`config.mk`:
```
export PLATFORM = sky130hd
export DESIGN_NAME = id_ex_stage
export DESIGN_NICKNAME = d
export VERILOG_FILES = /design/src/rtl/id_ex_stage.sv
export SDC_FILE = /design/constraint.sdc
export NUM_CORES = 1
export LEC_CHECK = 0
export ABC_AREA = 1
export CAP_MARGIN = 0
export CORE_MARGIN = 4
export CORE_UTILIZATION = 30
export DETAILED_ROUTE_END_ITERATION = 7
export PLACE_DENSITY = 0.7
export SLEW_MARGIN = 20
export SYNTH_ARGS = -nofsm -noshare
export SYNTH_HDL_FRONTEND = slang
export SYNTH_SLANG_ARGS = --single-unit
export TNS_END_PERCENT = 30
```
`constraint.sdc`:
```
create_clock -name clk -period 17.3 [get_ports clk]
set_input_delay 4.325 -clock clk [delete_from_list [all_inputs] [get_ports clk]]
set_output_delay 4.325 -clock clk [all_outputs]
set_load 0.01 [all_outputs]
```
`src/rtl/id_ex_stage.sv`:
```
// id_ex_stage: ID/EX pipeline register with EX operand forwarding and load-use hazard detection.
module id_ex_stage (
    input  logic        clk,
    input  logic        reset,
    input  logic        stall_e,
    input  logic        flush_e,
    input  logic [31:0] rd1_d,
    input  logic [31:0] rd2_d,
    input  logic [31:0] pc_d,
    input  logic [31:0] immext_d,
    input  logic [4:0]  rs1_d,
    input  logic [4:0]  rs2_d,
    input  logic [4:0]  rd_d,
    input  logic [2:0]  alucontrol_d,
    input  logic        alusrc_d,
    input  logic        regwrite_d,
    input  logic        memwrite_d,
    input  logic        branch_d,
    input  logic        jump_d,
    input  logic        valid_d,
    input  logic [1:0]  resultsrc_d,
    input  logic [31:0] aluresult_m,
    input  logic [4:0]  rd_m,
    input  logic        regwrite_m,
    input  logic [31:0] result_w,
    input  logic [4:0]  rd_w,
    input  logic        regwrite_w,
    output logic [31:0] srca_e,
    output logic [31:0] srcb_e,
    output logic [2:0]  alucontrol_e,
    output logic [31:0] writedata_e,
    output logic [31:0] pc_e,
    output logic [31:0] immext_e,
    output logic [4:0]  rs1_e,
    output logic [4:0]  rs2_e,
    output logic [4:0]  rd_e,
    output logic        regwrite_e,
    output logic        memwrite_e,
    output logic        branch_e,
    output logic        jump_e,
    output logic        valid_e,
    output logic [1:0]  resultsrc_e,
    output logic [1:0]  forwarda_e,
    output logic [1:0]  forwardb_e,
    output logic        loaduse_stall
);
    typedef struct packed {
        logic [31:0] rd1;
        logic [31:0] rd2;
        logic [31:0] pc;
        logic [31:0] immext;
        logic [4:0]  rs1;
        logic [4:0]  rs2;
        logic [4:0]  rd;
        logic [2:0]  alucontrol;
        logic        alusrc;
        logic        regwrite;
        logic        memwrite;
        logic        branch;
        logic        jump;
        logic        valid;
        logic [1:0]  resultsrc;
    } stage_t;

    stage_t d, q;

    assign d = '{rd1: rd1_d, rd2: rd2_d, pc: pc_d, immext: immext_d,
                 rs1: rs1_d, rs2: rs2_d, rd: rd_d, alucontrol: alucontrol_d,
                 alusrc: alusrc_d, regwrite: regwrite_d, memwrite: memwrite_d,
                 branch: branch_d, jump: jump_d, valid: valid_d, resultsrc: resultsrc_d};

    // A bubble is an all-zero stage, so flush simply clears like reset.
    always_ff @(posedge clk or posedge reset) begin
        if (reset)
            q <= '0;
        else if (flush_e)
            q <= '0;
        else if (!stall_e)
            q <= d;
    end

    assign pc_e         = q.pc;
    assign immext_e     = q.immext;
    assign rs1_e        = q.rs1;
    assign rs2_e        = q.rs2;
    assign rd_e         = q.rd;
    assign alucontrol_e = q.alucontrol;
    assign regwrite_e   = q.regwrite;
    assign memwrite_e   = q.memwrite;
    assign branch_e     = q.branch;
    assign jump_e       = q.jump;
    assign valid_e      = q.valid;
    assign resultsrc_e  = q.resultsrc;

    // MEM result is younger than WB, so it wins when both target the same register.
    assign forwarda_e = (regwrite_m && rd_m != 5'd0 && rd_m == q.rs1) ? 2'b10 :
                        (regwrite_w && rd_w != 5'd0 && rd_w == q.rs1) ? 2'b01 : 2'b00;
    assign forwardb_e = (regwrite_m && rd_m != 5'd0 && rd_m == q.rs2) ? 2'b10 :
                        (regwrite_w && rd_w != 5'd0 && rd_w == q.rs2) ? 2'b01 : 2'b00;

    assign srca_e      = forwarda_e == 2'b10 ? aluresult_m : forwarda_e == 2'b01 ? result_w : q.rd1;
    assign writedata_e = forwardb_e == 2'b10 ? aluresult_m : forwardb_e == 2'b01 ? result_w : q.rd2;
    assign srcb_e      = q.alusrc ? q.immext : writedata_e;

    assign loaduse_stall = q.resultsrc == 2'b01 && q.regwrite && q.rd != 5'd0 &&
                           (q.rd == rs1_d || q.rd == rs2_d);
endmodule

```
After elaboration in Yosys (flattened, before gate mapping)
Index checks and enable logic that the tools add are counted.
Widths: inputs -> output; s select.
{ "op_classes": {"n_eq_ne": 12, "mux": 11, "reduce_logical": 13} }
{ "op_table": {"columns": ["operator", "count"], "rows": [
  ["$mux 154", 2],
  ["$mux 32", 5],
  ["$eq 5x5->1", 6],
  ["$reduce_bool 5->1", 3],
  ["$logic_and 1x1->1", 9],
  ["$eq 2x1->1 const B", 3],
  ["$eq 2x2->1 const B", 2],
  ["$mux 2", 2],
  ["$mux 1", 2],
  ["$ne 2x1->1 const B", 1],
  ["$logic_or 1x1->1", 1]
]} }
{ "word_totals": {"ff_bits": 154, "output_inout_bits": 190, "word_cells": 51} }

Longest topological paths before layout
Gate-level depths: netlist of the first run.
{ "depth": {"word_depth": 9, "mapped_depth": 12, "ltp_nobuf": 11} }

Worst setup path after synthesis of the first run
Ideal clock, no wire load.
{ "synth_timing": {"path_kind": "input to output", "start": "input rd_m[3]", "end": "output srcb_e[15]", "arrival_time_ns": 5.317, "path_slack_ns": 7.658, "path_stages": 9, "cell_sequence": "xor2_1 -> a21oi_1 -> nand3_2 -> inv_2 -> buf_4 -> nand2_1 -> nand2_1 -> nand2_1 -> nand2_1"} }
{ "synth_between": {"elab_chain_cells": 8, "word_cells_on_any_way": 10, "classes_between": "eq/ne: 3; mux: 4; reduce/logical: 3"} }
{ "synth_rtl": {"columns": ["element", "line", "text"], "rows": [
  ["start, declared", "23", "input logic [4:0] rd_m,"],
  ["$reduce_bool 5->1", "98", "assign forwardb_e = (regwrite_m && rd_m != 5'd0 && rd_m == q.rs2) ? 2'b10 :"],
  ["$logic_and 1x1->1", "98", null],
  ["$logic_and 1x1->1 (*)", "98", null],
  ["$mux 2 (*)", "98", null],
  ["$eq 2x1->1", "102", "assign writedata_e = forwardb_e == 2'b10 ? aluresult_m : forwardb_e == 2'b01 ? result_w : q.rd2;"],
  ["$mux 32", "102", null],
  ["$mux 32 (*)", "102", null],
  ["named net writedata_e[15]", "31", "output logic [31:0] writedata_e,"],
  ["$mux 32 (*)", "103", "assign srcb_e = q.alusrc ? q.immext : writedata_e;"],
  ["end, declared", "29", "output logic [31:0] srcb_e,"]
]} }
Mark *: on every way through the listed nets, which the timed path passes. The rest lies on a longest branch.

Worst setup path after layout of the first run
{ "layout_timing": {"start": "input rd_m[1]", "end": "output srcb_e[25]"} }
{ "layout_between": {"elab_chain_cells": 8, "word_cells_on_any_way": 10, "classes_between": "eq/ne: 3; mux: 4; reduce/logical: 3"} }
{ "layout_rtl": {"columns": ["element", "line"], "rows": [
  ["$reduce_bool 5->1", "98"],
  ["$logic_and 1x1->1", "98"],
  ["$logic_and 1x1->1 (*)", "98"],
  ["$mux 2 (*)", "98"],
  ["$eq 2x1->1", "102"],
  ["$mux 32", "102"],
  ["$mux 32 (*)", "102"],
  ["$mux 32 (*)", "103"]
]} }
Every way passes the cells marked *; elsewhere a longest branch is shown, timed or not.

==> results of run 1 <==
[state kept, by name, indices dropped and copies added (netlist names)]
name	count
resultsrc_e	2
rs2_e	5
rd_e	5
memwrite_e	1
rs1_e	5
alucontrol_e	3
jump_e	1
q	65
branch_e	1
regwrite_e	1
immext_e	32
pc_e	32
valid_e	1
[stage by stage]
step           hold WS [ns]  setup slack (ns)  power [mW]  cell area [sq um]
6_report              0.510              5.14        1.07              13900
3_5_place_dp          0.494              5.20       0.692              13300
2_1_floorplan         0.476              7.66       0.535               9520
4_1_cts               0.513              5.20        1.08              13800
3_3_place_gp          0.489              5.20       0.691              13300
5_1_grt               0.537              4.84        1.12              13900
[synthesized netlist by cell type (2+ instances only)]
cell,number
buf_2,26
nor2_4,2
clkbuf_1,53
inv_1,94
xnor2_1,13
buf_1,8
inv_2,6
o21ai_1,2
dfrtp_1,154
nand2_1,328
nor2_1,113
o22ai_1,3
a21oi_1,6
buf_6,4
o21ai_0,83
nand4_1,3
nand3_1,337
buf_4,88
and2_1,19
xor2_1,8
[logic make-up after synthesis]
group	synth area share [%]
flip-flops	40.5
AND/OR/NAND/NOR	37.4
AO/OA/AOI/OAI	4.98
XOR/XNOR	1.93
buffers and inverters	15.2
[worst max-delay path: stages]
cell	delay [ns]
clkdlybuf4s50_1	0.55
xnor2_1	0.13
nand2_1	0.07
nor2_1	0.12
nand3_2	0.62
inv_2	0.89
nand2_1	0.10
nand2_1	0.19
nand2_1	0.12
nand2_1	0.08
clkdlybuf4s50_1	0.57
[layout make-up]
cell class | instances | area [sq um]
inverter | 101 | 394
clock inverter | 14 | 148
clock buffer | 17 | 425
tap | 396 | 495
fill | 3159 | 17100
timing repair buffer | 431 | 4290
antenna | 7 | 17.5
sequential | 154 | 3850
multi-input combinational | 924 | 4230
[final timing paths]
check | from | endpoint
hold / removal | q[90]$_DFFE_PP0P_ | q[90]$_DFFE_PP0P_
setup / recovery | rd_m[1] | srcb_e[25]
max in group asynchronous | reset | q[112]$_DFFE_PP0P_
min in group asynchronous | reset | pc_e[12]$_DFFE_PP0P_
setup reg to reg | q[7]$_DFFE_PP0P_ | q[7]$_DFFE_PP0P_
hold reg to reg | q[90]$_DFFE_PP0P_ | q[90]$_DFFE_PP0P_
[power groups by stage]
stage | registers, mW | logic (mW) | clock network, mW
floorplan | 0.403 | 0.133 | 0
global placement | 0.407 | 0.284 | 0
detailed placement | 0.408 | 0.284 | 0
CTS | 0.401 | 0.286 | 0.393
global route | 0.404 | 0.309 | 0.406
finish | 0.402 | 0.284 | 0.382
[routing by layer]
layer	part of all wire (%)	routed length (um)
met1	43	18500
met2	45	19200
met3	8.6	3670
met4	3.2	1390
met5	0.063	27
==> impl_metrics.xml, run 1 <==
<?xml version="1.0" encoding="UTF-8"?>
<metrics>
  <group name="cells_and_area">
    <metric name="syn2layout_area_growth" unit="%">45.6</metric>
    <metric name="nNetsFinal" unit="">1863</metric>
    <metric name="final_util" unit="%">44.8</metric>
    <metric name="layoutNonFillerInstCount" unit="">2044</metric>
    <metric name="layout.cells.most_common_list" unit="">422 x clkdlybuf4s50_1, 337 x nand3_1, 326 x nand2_1</metric>
    <metric name="layout-drive-gt1-share" unit="%">3.53</metric>
    <metric name="layout_commonest_cell" unit="">clkdlybuf4s50_1</metric>
  </group>
  <group name="power_and_ir_drop">
    <metric name="p_switching" unit="mW">0.339</metric>
    <metric name="p_clk_share" unit="%">35.8</metric>
    <metric name="p_sw_share" unit="%">31.7</metric>
    <metric name="cellLeakagePower" unit="nW">6.53</metric>
    <metric name="p_int" unit="mW">0.729</metric>
    <metric name="power-per-cell-area" unit="nW/um^2">77.1</metric>
    <metric name="seq_power_share" unit="%">37.6</metric>
    <metric name="combinationalPowerShare" unit="%">26.6</metric>
    <metric name="vdd_drop_max" unit="uV">53.2</metric>
  </group>
  <group name="global_route">
    <metric name="globalRoute.totalOverflow" unit="">0</metric>
    <metric name="groute.usage.overall" unit="%">24.2</metric>
    <metric name="global_route.usage.met1" unit="%">32.6</metric>
    <metric name="initial_antenna_violation_count" unit="">9</metric>
    <metric name="grt_pass1_wl" unit="mm">63.7</metric>
    <metric name="gr-max-usage-layer" unit="">met2</metric>
    <metric name="grtUsageMet3" unit="%">7.93</metric>
    <metric name="maximum_number_of_pins_on_one_net_before_global_route_repair" unit="">107</metric>
    <metric name="global_route.usage.met2" unit="%">36.4</metric>
    <metric name="first_global_vias" unit="">10300</metric>
  </group>
  <group name="clock_tree">
    <metric name="cts-buffers-inserted" unit="">17</metric>
    <metric name="cts_post_setup_buffers_inserted" unit="">0</metric>
    <metric name="clk_pin_slew" unit="ns">0.07</metric>
    <metric name="post_cts_resized" unit="">0</metric>
    <metric name="cts_tree" unit="">built</metric>
    <metric name="numClockSinks" unit="">154</metric>
    <metric name="clock_latency" unit="ns">0.43</metric>
    <metric name="cts_hold_buffers" unit="">0</metric>
    <metric name="cts.path.max_buffers" unit="">2</metric>
    <metric name="cts_max_level" unit="">4</metric>
    <metric name="master_cell_of_the_clock_root_buffer" unit="">clkbuf_16</metric>
  </group>
  <group name="synthesis">
    <metric name="synthesis.yosys.warnings" unit="">0</metric>
    <metric name="post_synth.cell_area_avg" unit="sq um">7.01</metric>
    <metric name="synth_top_cell_by_area" unit="">dfrtp_1</metric>
    <metric name="distinct_cells_synth" unit="">28</metric>
    <metric name="synthesis.area" unit="sq um">9520</metric>
    <metric name="synth_top_area_share" unit="%">40.5</metric>
    <metric name="yosys-top-cells-area" unit="">dfrtp_1 40%, nand3_1 18%, nand2_1 13%</metric>
    <metric name="net_count_of_the_mapped_netlist" unit="">1592</metric>
    <metric name="postSynth.asyncResetShare" unit="%">100</metric>
    <metric name="synth-seq-area-share" unit="%">40.5</metric>
    <metric name="number_of_flip_flops_and_latches_in_the_synthesized_netlist" unit="">154</metric>
    <metric name="syn_inst" unit="">1358</metric>
    <metric name="synth_top_flop_cell" unit="">dfrtp_1</metric>
    <metric name="number_of_enable_flip_flop_cells_after_synthesis" unit="">0</metric>
  </group>
  <group name="setup_path">
    <metric name="critPathArrivalTime" unit="ns">7.83</metric>
    <metric name="setup.worst_path.end_class" unit="">output port</metric>
    <metric name="worst_r2r_path_depth" unit="">3</metric>
    <metric name="critPathRequiredTime" unit="ns">12.98</metric>
    <metric name="crit_path_max_fanout" unit="">34</metric>
    <metric name="startpoint_type" unit="">primary input</metric>
    <metric name="worst_setup_path_class" unit="">primary input to output port</metric>
    <metric name="r2r_setup_slack" unit="ns">15.63</metric>
  </group>
  <group name="place">
    <metric name="dpl.cell_count" unit="">2006</metric>
    <metric name="detailedPlacementHpwl" unit="mm">31.7</metric>
    <metric name="globalplace.congestion" unit="">0.954</metric>
    <metric name="port_buffers" unit="">423</metric>
  </group>
  <group name="worst_hold_path">
    <metric name="hold_path_depth" unit="">2</metric>
    <metric name="hold_class" unit="">flip-flop to flip-flop</metric>
  </group>
  <group name="floorplan">
    <metric name="start_util" unit="%">30.8</metric>
    <metric name="floorplan.io_pins" unit="">424</metric>
    <metric name="chip_height" unit="um">186</metric>
    <metric name="die_area" unit="sq um">34600</metric>
    <metric name="placeableCoreArea" unit="sq um">30900</metric>
    <metric name="number_of_cell_rows" unit="">64</metric>
    <metric name="chipWidth" unit="um">186</metric>
  </group>
  <group name="routing">
    <metric name="drt_first_pass_iters" unit="">5</metric>
    <metric name="total_drc_errors_in_the_routed_layout" unit="">0</metric>
    <metric name="wl_per_cell" unit="um">20.9</metric>
    <metric name="ant_nets" unit="">0</metric>
    <metric name="postRouteWirelength" unit="mm">42.8</metric>
    <metric name="drt_iter0_drc" unit="">753</metric>
    <metric name="route.vias.total" unit="">10200</metric>
    <metric name="vias_per_cell" unit="">4.98</metric>
  </group>
  <group name="sta">
    <metric name="grt_setup_unrepaired" unit="">no</metric>
    <metric name="hold_viol" unit="">0</metric>
    <metric name="tightestPinTransition" unit="ns">0.975</metric>
    <metric name="fmax" unit="GHz">0.0823</metric>
    <metric name="final.period_utilization" unit="%">70.3</metric>
    <metric name="setup-violations-final" unit="">0</metric>
    <metric name="fin_crit" unit="ns">12.16</metric>
    <metric name="final-max-slew-violation-count" unit="">0</metric>
    <metric name="slew_headroom" unit="%">35.0</metric>
    <metric name="fin_worst_skew" unit="ns">0</metric>
    <metric name="finalSetupTns" unit="ns">0</metric>
  </group>
  <group name="job">
    <metric name="maxCapViolations" unit="">0</metric>
  </group>
  <group name="status">
    <metric name="run_status" unit="">complete, no violations</metric>
  </group>
</metrics>
Power figures use the tool's default switching activity.
==> inputs of run 2 (changes only) <==
Clock period 17.3 ns to 12.7 ns, I/O delays scaled along.
==> run 2 against run 1 <==
  * Die area did not move
  * Register-to-register slack got worse by 4.5 ns
  * Core utilization barely moved
  * Clock skew did not move
  * Non-clock buffer count did not move
  * Cell count barely moved
  * First-iteration DRC count rose by 13%
  * Combinational power rose by 36%
  * Setup slack got worse by 2.3 ns
  * Hold slack barely moved
  * Critical path type unchanged
  * Critical endpoint is now srcb_e[28]
==> impl_metrics.xml, run 2 (synthesis results as in run 1) <==
<?xml version="1.0" encoding="UTF-8"?>
<metrics>
  <group name="cells_and_area">
    <metric name="largest_register_ff_count" unit="">65</metric>
    <metric name="multi_input_comb_area" unit="sq um">4230</metric>
    <metric name="nNetsFinal" unit="">1863</metric>
    <metric name="register_area" unit="sq um">3850</metric>
    <metric name="layout-drive-gt1-share" unit="%">3.53</metric>
    <metric name="final_standard_cell_area_without_fillers" unit="sq um">13900</metric>
    <metric name="layout_commonest_cell" unit="">clkdlybuf4s50_1</metric>
    <metric name="count_of_fill_cells_added_during_filler_insertion" unit="">3141</metric>
    <metric name="max_flop_register" unit="">q</metric>
    <metric name="syn2layout_area_growth" unit="%">45.6</metric>
    <metric name="final_util" unit="%">44.8</metric>
    <metric name="layout.cells.most_common_list" unit="">422 x clkdlybuf4s50_1, 337 x nand3_1, 326 x nand2_1</metric>
  </group>
  <group name="sta">
    <metric name="grt_setup_unrepaired" unit="">no</metric>
    <metric name="fin_crit" unit="ns">9.84</metric>
    <metric name="finalSetupTns" unit="ns">0</metric>
    <metric name="hold_viol" unit="">0</metric>
    <metric name="final-max-slew-violation-count" unit="">0</metric>
    <metric name="fmax" unit="GHz">0.102</metric>
    <metric name="setup-violations-final" unit="">0</metric>
    <metric name="tightestPinTransition" unit="ns">1.01</metric>
    <metric name="postLayoutSetupSlackWorst" unit="ns">2.86</metric>
    <metric name="fin_worst_skew" unit="ns">0</metric>
    <metric name="slew_headroom" unit="%">32.5</metric>
    <metric name="final.period_utilization" unit="%">77.5</metric>
  </group>
  <group name="setup_path">
    <metric name="r2r_start" unit="">q[7]$_DFFE_PP0P_</metric>
    <metric name="startpoint_type" unit="">primary input</metric>
    <metric name="crit_buf_inv" unit="">3</metric>
    <metric name="cell_occurring_most_often_along_the_worst_timing_path" unit="">nand2_1</metric>
    <metric name="setup.worst_path.end_class" unit="">output port</metric>
    <metric name="critPathRequiredTime" unit="ns">9.52</metric>
    <metric name="critPathSlowestCell" unit="">inv_2</metric>
    <metric name="critical_path.cell_chain" unit="">clkdlybuf4s50_1, xor2_1, a21oi_1, nand3_2, inv_2, nand2_1, nand2_1, nand2_1, nand2_1, clkdlybuf4s50_1</metric>
    <metric name="endpoint" unit="">srcb_e[28]</metric>
    <metric name="critical_path.reg2reg.endpoint" unit="">q[7]$_DFFE_PP0P_</metric>
    <metric name="timing.critical_path.max_delay_family" unit="">buffers and inverters</metric>
    <metric name="r2r_setup_slack" unit="ns">11.09</metric>
    <metric name="crit_path_start" unit="">rd_m[3]</metric>
    <metric name="critPathArrivalTime" unit="ns">6.67</metric>
    <metric name="worst_r2r_path_depth" unit="">3</metric>
    <metric name="critical_path_cell_count" unit="">10</metric>
    <metric name="crit_path_max_fanout" unit="">34</metric>
    <metric name="worst_setup_path_class" unit="">primary input to output port</metric>
    <metric name="critPathMaxStageDelay" unit="ns">0.88</metric>
  </group>
  <group name="worst_hold_path">
    <metric name="hp-start" unit="">pc_e[14]$_DFFE_PP0P_</metric>
    <metric name="hold_class" unit="">flip-flop to flip-flop</metric>
  </group>
  <group name="place">
    <metric name="placement_stage_worst_setup_slack" unit="ns">2.86</metric>
    <metric name="port_buffers" unit="">423</metric>
    <metric name="placed_instance_area" unit="sq um">13300</metric>
    <metric name="detailedPlacementHpwl" unit="mm">31.6</metric>
    <metric name="globalplace.congestion" unit="">0.950</metric>
  </group>
  <group name="routing">
    <metric name="vias_per_cell" unit="">4.98</metric>
    <metric name="drt_iter0_drc" unit="">854</metric>
    <metric name="route.top_layer_used" unit="">met5</metric>
    <metric name="wl_met2" unit="mm">19.6</metric>
    <metric name="route.vias.total" unit="">10200</metric>
    <metric name="met3RoutedLength" unit="mm">3.54</metric>
    <metric name="ant_nets" unit="">0</metric>
    <metric name="postRouteWirelength" unit="mm">42.9</metric>
    <metric name="total_drc_errors_in_the_routed_layout" unit="">0</metric>
    <metric name="wl_met1" unit="mm">18.7</metric>
    <metric name="wl_per_cell" unit="um">21.0</metric>
    <metric name="drt_first_pass_iters" unit="">5</metric>
  </group>
  <group name="global_route">
    <metric name="grt_pass1_wl" unit="mm">62.9</metric>
    <metric name="globalRoute.totalOverflow" unit="">0</metric>
    <metric name="first_global_vias" unit="">10100</metric>
    <metric name="maximum_number_of_pins_on_one_net_before_global_route_repair" unit="">107</metric>
    <metric name="initial_antenna_violation_count" unit="">7</metric>
    <metric name="groute.usage.overall" unit="%">24.0</metric>
  </group>
  <group name="power_and_ir_drop">
    <metric name="p_clk_share" unit="%">35.5</metric>
    <metric name="combinationalPowerShare" unit="%">26.7</metric>
    <metric name="p_int" unit="mW">0.979</metric>
    <metric name="seq_power_share" unit="%">37.8</metric>
    <metric name="vdd_drop_max" unit="uV">70.3</metric>
    <metric name="cellLeakagePower" unit="nW">6.54</metric>
    <metric name="p_switching" unit="mW">0.469</metric>
    <metric name="p_sw_share" unit="%">32.4</metric>
    <metric name="power-per-cell-area" unit="nW/um^2">105</metric>
  </group>
  <group name="floorplan">
    <metric name="chip_height" unit="um">186</metric>
    <metric name="chipWidth" unit="um">186</metric>
    <metric name="floorplan.io_pins" unit="">424</metric>
    <metric name="start_util" unit="%">30.8</metric>
    <metric name="placeableCoreArea" unit="sq um">30900</metric>
    <metric name="number_of_cell_rows" unit="">64</metric>
    <metric name="die_area" unit="sq um">34600</metric>
  </group>
  <group name="clock_tree">
    <metric name="clock_latency" unit="ns">0.43</metric>
    <metric name="numClockSinks" unit="">154</metric>
    <metric name="cts-buffers-inserted" unit="">17</metric>
    <metric name="cts_hold_buffers" unit="">0</metric>
    <metric name="master_cell_of_the_clock_root_buffer" unit="">clkbuf_16</metric>
    <metric name="cts_post_setup_buffers_inserted" unit="">0</metric>
    <metric name="clk_pin_slew" unit="ns">0.07</metric>
    <metric name="post_cts_resized" unit="">0</metric>
    <metric name="cts_max_level" unit="">4</metric>
    <metric name="cts.path.max_buffers" unit="">2</metric>
    <metric name="cts_tree" unit="">built</metric>
  </group>
  <group name="status">
    <metric name="run_status" unit="">complete, no violations</metric>
  </group>
  <group name="job">
    <metric name="maxCapViolations" unit="">0</metric>
  </group>
</metrics>
## run 2: cell types whose count changed in the layout (fill, tap and decap cells not counted), sizes merged
| cell | before | now |
|---|---|---|
| bufinv | 1 | 0 |
| clkbuf | 17 | 18 |
| clkinv | 0 | 3 |
| clkinvlp | 3 | 2 |
| diode | 7 | 5 |
| inv | 111 | 110 |
## run 2: cell type report
| type | count | area share [%] |
|---|---|---|
| tap | 396 | 3.58 |
| sequential | 154 | 27.8 |
| clock buffer | 18 | 3.10 |
| clock inverter | 14 | 1.08 |
| antenna | 5 | 0.0903 |
| multi-input combinational | 924 | 30.5 |
| inverter | 101 | 2.84 |
| timing repair buffer | 431 | 31.0 |
## run 2: power groups by stage
stage | clock [mW] | sequential, mW | combinational (mW)
after floorplan | 0 | 0.548 | 0.181
after global placement | 0 | 0.555 | 0.387
after detailed placement | 0 | 0.556 | 0.387
after CTS | 0.528 | 0.546 | 0.389
after global routing | 0.550 | 0.551 | 0.419
final | 0.514 | 0.547 | 0.387
## run 2: layer usage
layer,global-route usage [%],vias to the layer above
met3,6.98,60
met4,7.58,4
met2,37.0,429
li1,-,4820
met5,0,-
met1,32.5,4870
## run 2: through the flow
stage	power, mW	instances	hold WS [ns]
2_1_floorplan	0.729	1358	0.476
3_3_place_gp	0.942	2006	0.489
3_5_place_dp	0.943	2006	0.492
4_1_cts	1.46	2038	0.512
5_1_grt	1.52	2043	0.530
6_report	1.45	2043	0.510
## run 2: worst min-delay path by stage
stage,endpoint,slack [ns],cells after the start
after floorplan,q[101]$_DFFE_PP0P_,0.48,2
after global placement,pc_e[2]$_DFFE_PP0P_,0.49,2
after detailed placement,pc_e[0]$_DFFE_PP0P_,0.49,2
after CTS,pc_e[0]$_DFFE_PP0P_,0.51,2
after global routing,pc_e[13]$_DFFE_PP0P_,0.53,2
final,pc_e[14]$_DFFE_PP0P_,0.51,2
## run 2: worst min-delay path: cells and delay by family, from the launching register on
kind | cells | cell delay [ns]
and+or+nand+nor | 2 | 0.13
DFF | 1 | 0.35
==> inputs of run 3 (changes only) <==
Clock period 12.7 ns to 9.5 ns, I/O delays scaled along.
==> run 3 against run 2 <==
  * Critical path depth is 2 higher
  * Hold slack worse by 0.0032 ns
  * Register-to-register slack worse by 3.1 ns
  * Sequential power is 33% higher
  * Wire length hardly changed
  * Clock skew stayed put
  * Sequential share of layout area hardly changed
  * Cell count is 0.15% higher
  * Setup slack worse by 1.4 ns
  * Critical endpoint unchanged
  * Largest power group unchanged
==> impl_metrics.xml, run 3 (synthesis results as in run 1) <==
<?xml version="1.0" encoding="UTF-8"?>
<metrics>
  <group name="routing">
    <metric name="postRouteWirelength" unit="mm">42.8</metric>
    <metric name="drt_iter0_drc" unit="">913</metric>
    <metric name="drt_first_pass_iters" unit="">5</metric>
    <metric name="ant_nets" unit="">0</metric>
    <metric name="vias_per_cell" unit="">5.05</metric>
    <metric name="total_drc_errors_in_the_routed_layout" unit="">0</metric>
    <metric name="wl_per_cell" unit="um">20.9</metric>
    <metric name="route.vias.total" unit="">10300</metric>
  </group>
  <group name="floorplan">
    <metric name="chip_height" unit="um">186</metric>
    <metric name="floorplan.io_pins" unit="">424</metric>
    <metric name="start_util" unit="%">30.8</metric>
    <metric name="die_area" unit="sq um">34600</metric>
    <metric name="placeableCoreArea" unit="sq um">30900</metric>
    <metric name="chipWidth" unit="um">186</metric>
    <metric name="number_of_cell_rows" unit="">64</metric>
  </group>
  <group name="setup_path">
    <metric name="worst_r2r_path_depth" unit="">3</metric>
    <metric name="crit_buf_inv" unit="">2</metric>
    <metric name="setup.worst_path.end_class" unit="">output port</metric>
    <metric name="critPathRequiredTime" unit="ns">7.13</metric>
    <metric name="worst_setup_path_class" unit="">primary input to output port</metric>
    <metric name="critical_path.cell_chain" unit="">clkdlybuf4s50_1, nor2_1, nand3_1, nand2_1, nor2_4, nand2_2, nand2_1, nand3_1, nand2_1, nand2_1, nand2_1, clkdlybuf4s50_1</metric>
    <metric name="critical_path_cell_count" unit="">12</metric>
    <metric name="critPathMaxStageDelay" unit="ns">0.66</metric>
    <metric name="timing.critical_path.max_delay_family" unit="">simple AND/OR/NAND/NOR gates</metric>
    <metric name="critPathSlowestCell" unit="">nand2_2</metric>
    <metric name="cell_occurring_most_often_along_the_worst_timing_path" unit="">nand2_1</metric>
    <metric name="startpoint_type" unit="">primary input</metric>
    <metric name="critPathArrivalTime" unit="ns">5.62</metric>
    <metric name="crit_path_max_fanout" unit="">33</metric>
  </group>
  <group name="clock_tree">
    <metric name="post_cts_resized" unit="">0</metric>
    <metric name="numClockSinks" unit="">154</metric>
    <metric name="clk_pin_slew" unit="ns">0.06</metric>
    <metric name="master_cell_of_the_clock_root_buffer" unit="">clkbuf_16</metric>
    <metric name="cts_hold_buffers" unit="">0</metric>
    <metric name="clock_latency" unit="ns">0.43</metric>
    <metric name="cts-buffers-inserted" unit="">17</metric>
    <metric name="cts.path.max_buffers" unit="">2</metric>
    <metric name="cts_post_setup_buffers_inserted" unit="">0</metric>
    <metric name="cts_tree" unit="">built</metric>
    <metric name="cts_max_level" unit="">4</metric>
  </group>
  <group name="global_route">
    <metric name="globalRoute.totalOverflow" unit="">0</metric>
    <metric name="groute.usage.overall" unit="%">24.0</metric>
    <metric name="grt_pass1_wl" unit="mm">62.5</metric>
    <metric name="first_global_vias" unit="">10100</metric>
    <metric name="maximum_number_of_pins_on_one_net_before_global_route_repair" unit="">105</metric>
    <metric name="initial_antenna_violation_count" unit="">11</metric>
  </group>
  <group name="power_and_ir_drop">
    <metric name="power-per-cell-area" unit="nW/um^2">139</metric>
    <metric name="vdd_drop_max" unit="uV">94.8</metric>
    <metric name="post-layout-total-power" unit="mW">1.93</metric>
    <metric name="cellLeakagePower" unit="nW">6.54</metric>
  </group>
  <group name="sta">
    <metric name="slew_headroom" unit="%">31.7</metric>
    <metric name="postLayoutSetupSlackWorst" unit="ns">1.51</metric>
    <metric name="finalSetupTns" unit="ns">0</metric>
    <metric name="tightestPinTransition" unit="ns">1.02</metric>
    <metric name="hold_viol" unit="">0</metric>
    <metric name="worst_hold_slack" unit="ns">0.507</metric>
    <metric name="final.period_utilization" unit="%">84.1</metric>
    <metric name="fin_worst_skew" unit="ns">0</metric>
    <metric name="fin_crit" unit="ns">7.99</metric>
    <metric name="setup-violations-final" unit="">0</metric>
    <metric name="fmax" unit="GHz">0.125</metric>
    <metric name="grt_setup_unrepaired" unit="">no</metric>
    <metric name="final-max-slew-violation-count" unit="">0</metric>
  </group>
  <group name="worst_hold_path">
    <metric name="hold_class" unit="">flip-flop to flip-flop</metric>
    <metric name="hold_path_depth" unit="">2</metric>
  </group>
  <group name="cells_and_area">
    <metric name="syn2layout_area_growth" unit="%">45.5</metric>
    <metric name="layout.cells.most_common_list" unit="">422 x clkdlybuf4s50_1, 337 x nand3_1, 326 x nand2_1</metric>
    <metric name="layoutNonFillerInstCount" unit="">2046</metric>
    <metric name="layout_commonest_cell" unit="">clkdlybuf4s50_1</metric>
    <metric name="largest_register_ff_count" unit="">65</metric>
    <metric name="layout-drive-gt1-share" unit="%">3.65</metric>
    <metric name="max_flop_register" unit="">q</metric>
    <metric name="nNetsFinal" unit="">1864</metric>
  </group>
  <group name="job">
    <metric name="maxCapViolations" unit="">0</metric>
  </group>
  <group name="status">
    <metric name="run_status" unit="">complete, no violations</metric>
  </group>
  <group name="place">
    <metric name="dpl.cell_count" unit="">2007</metric>
    <metric name="detailedPlacementHpwl" unit="mm">31.6</metric>
    <metric name="globalplace.congestion" unit="">0.951</metric>
    <metric name="placement_stage_worst_setup_slack" unit="ns">1.57</metric>
    <metric name="port_buffers" unit="">423</metric>
  </group>
</metrics>
## run 3: cell count changes in the layout (fill, tap and decap cells not counted), sizes merged
cell      delta
clkinv       +2
clkinvlp     -2
diode        +2
buf          +1
clkbuf       -1
inv          +1
## run 3: routing by layer
layer | wire length (um) | up-vias | GRT usage [%] | part of all wire (%)
li1 | - | 4837 | - | -
met2 | 19300 | 483 | 36.3 | 45
met3 | 3840 | 83 | 7.52 | 9.0
met1 | 18200 | 4918 | 32.2 | 42
met4 | 1380 | 10 | 9.01 | 3.2
met5 | 70 | - | 0 | 0.16
## run 3: worst register-to-register path: cells and delay by family (launching register included)
family          cells  cell delay (ns)
buf+inv             2             0.78
flops               1             0.33
compound gates      1             0.26
## run 3: report_power, final
part | leakage (nW) | internal (mW) | switching [mW]
Combinational | 4.25 | 0.256 | 0.259
Clock | 0.279 | 0.346 | 0.335
Sequential | 2.01 | 0.700 | 0.0302
Total | 6.54 | 1.30 | 0.624
## run 3: cell type report
type	instances	area (sq um)
Inverter	101	394
Timing Repair Buffer	432	4300
Multi-Input combinational cell	924	4230
Tap cell	396	495
Clock buffer	17	425
Sequential cell	154	3850
Fill cell	3147	17100
Antenna cell	7	17.5
Clock inverter	15	128
## run 3: path summary, 6_finish.rpt
kind,from,endpoint,slack (ns)
max in group asynchronous,reset,immext_e[13]$_DFFE_PP0P_,5.51
setup / recovery,rd_w[2],srcb_e[28],1.51
hold / removal,q[98]$_DFFE_PP0P_,q[98]$_DFFE_PP0P_,0.51
setup reg to reg,q[7]$_DFFE_PP0P_,q[7]$_DFFE_PP0P_,8.03
hold reg to reg,q[98]$_DFFE_PP0P_,q[98]$_DFFE_PP0P_,0.51
min in group asynchronous,reset,pc_e[10]$_DFFE_PP0P_,2.53
## run 3: per-stage QoR
step           utilization (%)  area, sq um
2_1_floorplan                -         9520
3_3_place_gp              42.9        13300
3_5_place_dp              42.9        13300
4_1_cts                   44.7        13800
5_1_grt                   44.8        13800
6_report                  44.8        13800
